==> src/rtl/jk_seq_pkg.sv <==
// Shared types for the J/K flip-flop bank sequencer: controller states and
// the J/K drive modes understood by jk_encode.
package jk_seq_pkg;

  typedef enum logic [1:0] {
    IDLE  = 2'd0,
    LOAD  = 2'd1,
    COUNT = 2'd2
  } state_t;

  // HOLD leaves the bank alone, LOAD forces a value, STEP toggles changed bits.
  typedef enum logic [1:0] {
    ENC_HOLD = 2'd0,
    ENC_LOAD = 2'd1,
    ENC_STEP = 2'd2
  } enc_mode_t;

endpackage

==> src/rtl/jk_encode.sv <==
// Combinational map from a drive mode and a (current, next) value pair to the
// per-bit J/K controls of the bank.
import jk_seq_pkg::*;

module jk_encode #(
  parameter int WIDTH = 4
) (
  input  enc_mode_t        mode,
  input  logic [WIDTH-1:0] cur,
  input  logic [WIDTH-1:0] nxt,
  output logic [WIDTH-1:0] j,
  output logic [WIDTH-1:0] k
);

  always_comb begin
    j = '0;
    k = '0;
    case (mode)
      ENC_LOAD: begin
        j = nxt;
        k = ~nxt;
      end
      // Toggling only the differing bits keeps unchanged bits glitch-free.
      ENC_STEP: begin
        j = cur ^ nxt;
        k = cur ^ nxt;
      end
      default: begin
        j = '0;
        k = '0;
      end
    endcase
  end

endmodule

==> src/rtl/jk_seq_ctrl.sv <==
// Rising-edge sequencer that loads, counts and holds a falling-edge J/K
// flip-flop bank, using the bank's Q feedback for terminal count and desync.
import jk_seq_pkg::*;

module jk_seq_ctrl #(
  parameter int WIDTH = 4
) (
  input  logic             clk,
  input  logic             rst_n,
  input  logic             start,
  input  logic             stop,
  input  logic             dir,
  input  logic             cont,
  input  logic [WIDTH-1:0] lo,
  input  logic [WIDTH-1:0] hi,
  input  logic [WIDTH-1:0] q_in,
  output logic [WIDTH-1:0] j,
  output logic [WIDTH-1:0] k,
  output logic             busy,
  output logic             done,
  output logic             wrap,
  output logic             err
);

  localparam logic [WIDTH-1:0] One = WIDTH'(1);

  state_t           state_q, state_d;
  logic             dir_q, dir_d;
  logic             cont_q, cont_d;
  logic [WIDTH-1:0] lo_q, lo_d;
  logic [WIDTH-1:0] hi_q, hi_d;
  logic [WIDTH-1:0] j_q, j_d;
  logic [WIDTH-1:0] k_q, k_d;
  logic             busy_q, busy_d;
  logic             done_q, done_d;
  logic             wrap_q, wrap_d;
  logic             err_q, err_d;

  enc_mode_t        enc_mode;
  logic [WIDTH-1:0] enc_cur;
  logic [WIDTH-1:0] enc_nxt;
  logic [WIDTH-1:0] start_pt;
  logic [WIDTH-1:0] end_pt;

  assign start_pt = dir_q ? lo_q : hi_q;
  assign end_pt   = dir_q ? hi_q : lo_q;

  always_comb begin
    state_d  = state_q;
    dir_d    = dir_q;
    cont_d   = cont_q;
    lo_d     = lo_q;
    hi_d     = hi_q;
    done_d   = 1'b0;
    wrap_d   = 1'b0;
    err_d    = 1'b0;
    enc_mode = ENC_HOLD;
    enc_cur  = q_in;
    enc_nxt  = q_in;

    case (state_q)
      IDLE: begin
        if (start && !stop && (lo <= hi)) begin
          dir_d    = dir;
          cont_d   = cont;
          lo_d     = lo;
          hi_d     = hi;
          enc_mode = ENC_LOAD;
          enc_nxt  = dir ? lo : hi;
          state_d  = LOAD;
        end else if (start && (lo > hi)) begin
          err_d = 1'b1;
        end
      end

      // LOAD evaluates exactly like COUNT: the bank already holds the start point.
      LOAD, COUNT: begin
        if (stop) begin
          state_d = IDLE;
        end else if ((q_in < lo_q) || (q_in > hi_q)) begin
          err_d    = 1'b1;
          enc_mode = ENC_LOAD;
          enc_nxt  = start_pt;
          state_d  = LOAD;
        end else if (q_in == end_pt) begin
          if (!cont_q) begin
            done_d  = 1'b1;
            state_d = IDLE;
          end else begin
            wrap_d   = 1'b1;
            enc_mode = ENC_STEP;
            enc_nxt  = start_pt;
            state_d  = COUNT;
          end
        end else begin
          enc_mode = ENC_STEP;
          enc_nxt  = dir_q ? (q_in + One) : (q_in - One);
          state_d  = COUNT;
        end
      end

      default: begin
        state_d = IDLE;
      end
    endcase

    busy_d = (state_d != IDLE);
  end

  jk_encode #(
    .WIDTH (WIDTH)
  ) u_encode (
    .mode (enc_mode),
    .cur  (enc_cur),
    .nxt  (enc_nxt),
    .j    (j_d),
    .k    (k_d)
  );

  always_ff @(posedge clk or negedge rst_n) begin
    if (!rst_n) begin
      state_q <= IDLE;
      dir_q   <= 1'b0;
      cont_q  <= 1'b0;
      lo_q    <= '0;
      hi_q    <= '0;
      j_q     <= '0;
      k_q     <= '0;
      busy_q  <= 1'b0;
      done_q  <= 1'b0;
      wrap_q  <= 1'b0;
      err_q   <= 1'b0;
    end else begin
      state_q <= state_d;
      dir_q   <= dir_d;
      cont_q  <= cont_d;
      lo_q    <= lo_d;
      hi_q    <= hi_d;
      j_q     <= j_d;
      k_q     <= k_d;
      busy_q  <= busy_d;
      done_q  <= done_d;
      wrap_q  <= wrap_d;
      err_q   <= err_d;
    end
  end

  assign j    = j_q;
  assign k    = k_q;
  assign busy = busy_q;
  assign done = done_q;
  assign wrap = wrap_q;
  assign err  = err_q;

endmodule
==> config.mk <==
export PLATFORM = sky130hd
export DESIGN_NAME = jk_seq_ctrl
export DESIGN_NICKNAME = d
export VERILOG_FILES = /design/src/rtl/jk_seq_pkg.sv /design/src/rtl/jk_encode.sv /design/src/rtl/jk_seq_ctrl.sv
export SDC_FILE = /design/constraint.sdc
export NUM_CORES = 1
export LEC_CHECK = 0
export ABC_AREA = 0
export CORE_AREA = 2 2 69 58
export DETAILED_ROUTE_END_ITERATION = 10
export DIE_AREA = 0 0 71 60
export PLACE_DENSITY = 0.83
export SLEW_MARGIN = 20
export SYNTH_ARGS = -nofsm -noshare
export SYNTH_HDL_FRONTEND = slang
export SYNTH_SLANG_ARGS = --single-unit
==> constraint.sdc <==
create_clock -name clk -period 8.85 [get_ports clk]
set_input_delay 1.77 -clock clk [delete_from_list [all_inputs] [get_ports clk]]
set_output_delay 1.77 -clock clk [all_outputs]
set_load 0.01 [all_outputs]
==> results.py <==
metrics = {
    "critical_path": {
        "worstPathArrival_ns": 5.51,
        "cp.required_ns": 9.02,
        "endpoint_kind": "register",
        "critical_path_class": "in -> reg",
        "critPathLaunchType": "primary input",
        "r2r_setup_slack_ns": 5.26,
        "critical_path.max_fanout": 12,
    },
    "floorplanning": {
        "fp.coreArea_um2": 3630,
        "dieArea_um2": 4260,
        "num_io_pins": 30,
        "die_h_um": 60,
        "fp-row-count": 20,
        "initial_core_util": 0.552,
        "die_w_um": 71,
    },
    "sta": {
        "worstMarginPinSlew_ns": 0.559,
        "min_period_over_period": 0.604,
        "finalMaxSlewViolations": 0,
        "finalHoldViolCount": 0,
        "setup_ws_ns": 3.50,
        "rsz0062_at_grt": "no",
        "clock_skew_ns": 0.00793,
        "finalCriticalPeriod_ns": 5.35,
        "setup_violations": 0,
        "slew_headroom": 0.622,
        "fin_setup_tns_ns": 0,
        "fmax_ghz": 0.187,
    },
    "placed_design": {
        "dp_hpwl_mm": 3.67,
        "port_buffers": 29,
        "placed_cell_area_um2": 2300,
        "pre_cts_ws_ns": 3.31,
        "gp_congestion": 0.890,
    },
    "global_routing": {
        "grt_pass1_vias": 1713,
        "grt_max_degree": 25,
        "grt_first_pass_wirelength_mm": 8.19,
        "grt_overflow_total": 0,
        "grt.total_usage": 0.247,
        "antenna_found_initial": 0,
    },
    "clocking": {
        "cts_inserted_buffers": 3,
        "clock_sinks": 24,
        "cts_max_path_buffers": 2,
        "cts_tree": "yes",
        "clock_latency_ns": 0.27,
        "root_buffer": "clkbuf_8",
        "ctsHoldBuffers": 0,
        "postCtsSetupBuffers": 0,
        "cts_resized": 0,
        "clkSlewWorstSetupHoldPaths_ns": 0.10,
        "htree_levels": 1,
    },
    "routing": {
        "postRouteAntennaNets": 0,
        "routedWlPerCell_um": 16.4,
        "met3WireLength_um": 358,
        "top_layer": "met4",
        "met2_length_mm": 2.25,
        "drc": 0,
        "routed_wl_mm": 4.89,
        "via_per_inst": 6.02,
        "firstDrtPassIters": 4,
        "vias": 1801,
        "wl_met1_mm": 2.23,
        "drt_iter0_markers": 225,
    },
    "logic_synthesis": {
        "ys_seq_area_frac": 0.300,
        "yosysWarnings": 0,
        "synth_area_um2": 2000,
        "syn_area_per_cell_um2": 8.63,
        "synth_cell_types": 47,
        "async_reset_ff_frac": 1.00,
        "ys_seq_elements": 24,
        "synth.net_count": 268,
        "syn_inst": 232,
        "synth_edf_count": 0,
        "synthFlopType": "dfrtp_1",
    },
    "power_and_ir_drop": {
        "p_switching_mw": 0.356,
        "powerDensity_nw_per_um2": 331,
        "pwr-share-clk": 0.126,
        "p_int_mw": 0.429,
        "switching_share": 0.454,
        "seq_power_share": 0.253,
        "comb_power_share": 0.621,
        "peakVddDrop_mv": 0.185,
        "p_leak_nw": 1.10,
    },
    "flow_run": {
        "drv_cap": 0,
    },
    "status": {
        "status": "complete, no violations",
    },
    "layout": {
        "antennaDiodeCount": 0,
        "fillers": 325,
        "drive_gt1_frac": 0.0510,
        "postLayoutCellArea_um2": 2370,
        "area_delta_synth_final_pct": 18.3,
        "final_nets": 292,
    },
    "worst_hold_path": {
        "hold_path_class": "reg -> reg",
    },
}
-- sequential cells by signal, summed over array words and instances (netlist names) --
signal,cells
k,4
hi_q,4
cont_q,1
state_q,2
j,4
lo_q,4
wrap,1
busy,1
err,1
dir_q,1
done,1
-- worst max-delay path: stages --
cell and delay, ns:
clkdlybuf4s50_1 0.80, ha_1 0.32, and2_1 0.18, o21ai_0 0.14, a32o_1 0.24, nand3_1 0.15, or3_1 0.45, inv_1 0.11
ha_1 0.33, nor2b_1 0.25, nor2b_1 0.28, a31oi_1 0.13, o31ai_1 0.35
-- worst paths after layout --
kind / to / depth (start not counted) / start
worst max-delay path: k[3]$_DFF_PN0_ / 13 / q_in[2]
worst min-delay path: state_q[0]$_DFF_PN0_ / 2 / state_q[0]$_DFF_PN0_
worst max register to register: k[3]$_DFF_PN0_ / 13 / hi_q[1]$_DFFE_PN0P_
worst min register to register: state_q[0]$_DFF_PN0_ / 2 / state_q[0]$_DFF_PN0_
max in group asynchronous: lo_q[1]$_DFFE_PN0P_ / 1 / rst_n
min in group asynchronous: wrap$_DFF_PN0_ / 1 / rst_n
-- power groups by stage --
stage	clock, mW	combinational (mW)	sequential (mW)
after global placement	0	0.465	0.198
after CTS	0.100	0.481	0.198
after detailed placement	0	0.474	0.200
final	0.0989	0.487	0.198
after floorplan	0	0.364	0.186
after global routing	0.106	0.541	0.205
-- cells in the mapped netlist (3+ instances only) --
cell       n  area share
dfrtp_1   24        0.30
a21oi_1   22       0.055
inv_1     22       0.041
nor2_1    19       0.036
ha_1      17        0.11
nand2_1   17       0.032
mux2i_1   15       0.075
clkbuf_1   8       0.015
o21ai_0    8       0.020
mux2_2     6       0.034
nor3_1     6       0.015
a31oi_1    5       0.016
nor2b_1    5       0.016
xnor2_1    5       0.022
a211o_1    4       0.017
a21o_1     4       0.015
nand3_1    4       0.010
o31ai_1    3       0.011
o32ai_1    3       0.013
-- per-layer routing --
| metal | vias to the layer above | GRT usage |
|---|---|---|
| li1 | 880 | - |
| met1 | 825 | 0.339 |
| met2 | 86 | 0.418 |
| met3 | 10 | 0.0455 |
| met4 | 0 | 0.0458 |
| met5 | - | 0 |
-- stage by stage --
step | hold slack (ns) | util | instances | total power [mW]
after global placement | 0.508 | 0.635 | 295 | 0.663
after global routing | 0.557 | 0.653 | 299 | 0.852
after detailed placement | 0.512 | 0.635 | 295 | 0.674
after floorplan | 0.471 | - | 232 | 0.551
final | 0.531 | 0.653 | 299 | 0.785
after CTS | 0.534 | 0.654 | 299 | 0.779
-- logic make-up (layout without fill, tap and decap cells) --
family                     count (synthesis)  count (layout)  synth area share
muxes                                     21              21             0.109
xor gates and xnor gates                   6               6            0.0262
DFF                                       24              24             0.300
buffers and inverters                     33              56            0.0656
adders and majority gates                 18              18             0.116
AOI/OAI and AO/OA                         66              66             0.226
and+or+nand+nor                           64              64             0.157
-- layout make-up --
cell class              count  area, µm²  area share
inverters                  23       86.3      0.0364
flip-flops and latches     24        601       0.253
clock buffers               3       41.3      0.0174
repair buffers             29        285       0.120
multi-input cells         175       1270       0.536
well taps                  44       55.1      0.0232
clock inverters             1       30.0      0.0127
-- cells in the final DEF, fill, tap and decap left out, types with 3 or more instances in the layout --
cell / instances
o32ai_1: 3
inv_1: 22
nor3_1: 6
nor2b_1: 5
a21o_1: 4
nand3_1: 4
xnor2_1: 5
clkdlybuf4s50_1: 28
mux2_2: 6
a21oi_1: 22
o31ai_1: 3
a211o_1: 4
ha_1: 17
a31oi_1: 5
nand2_1: 17
mux2i_1: 15
nor2_1: 19
dfrtp_1: 24
o21ai_0: 8
clkbuf_8: 3
(Power assumes the default switching activity.)
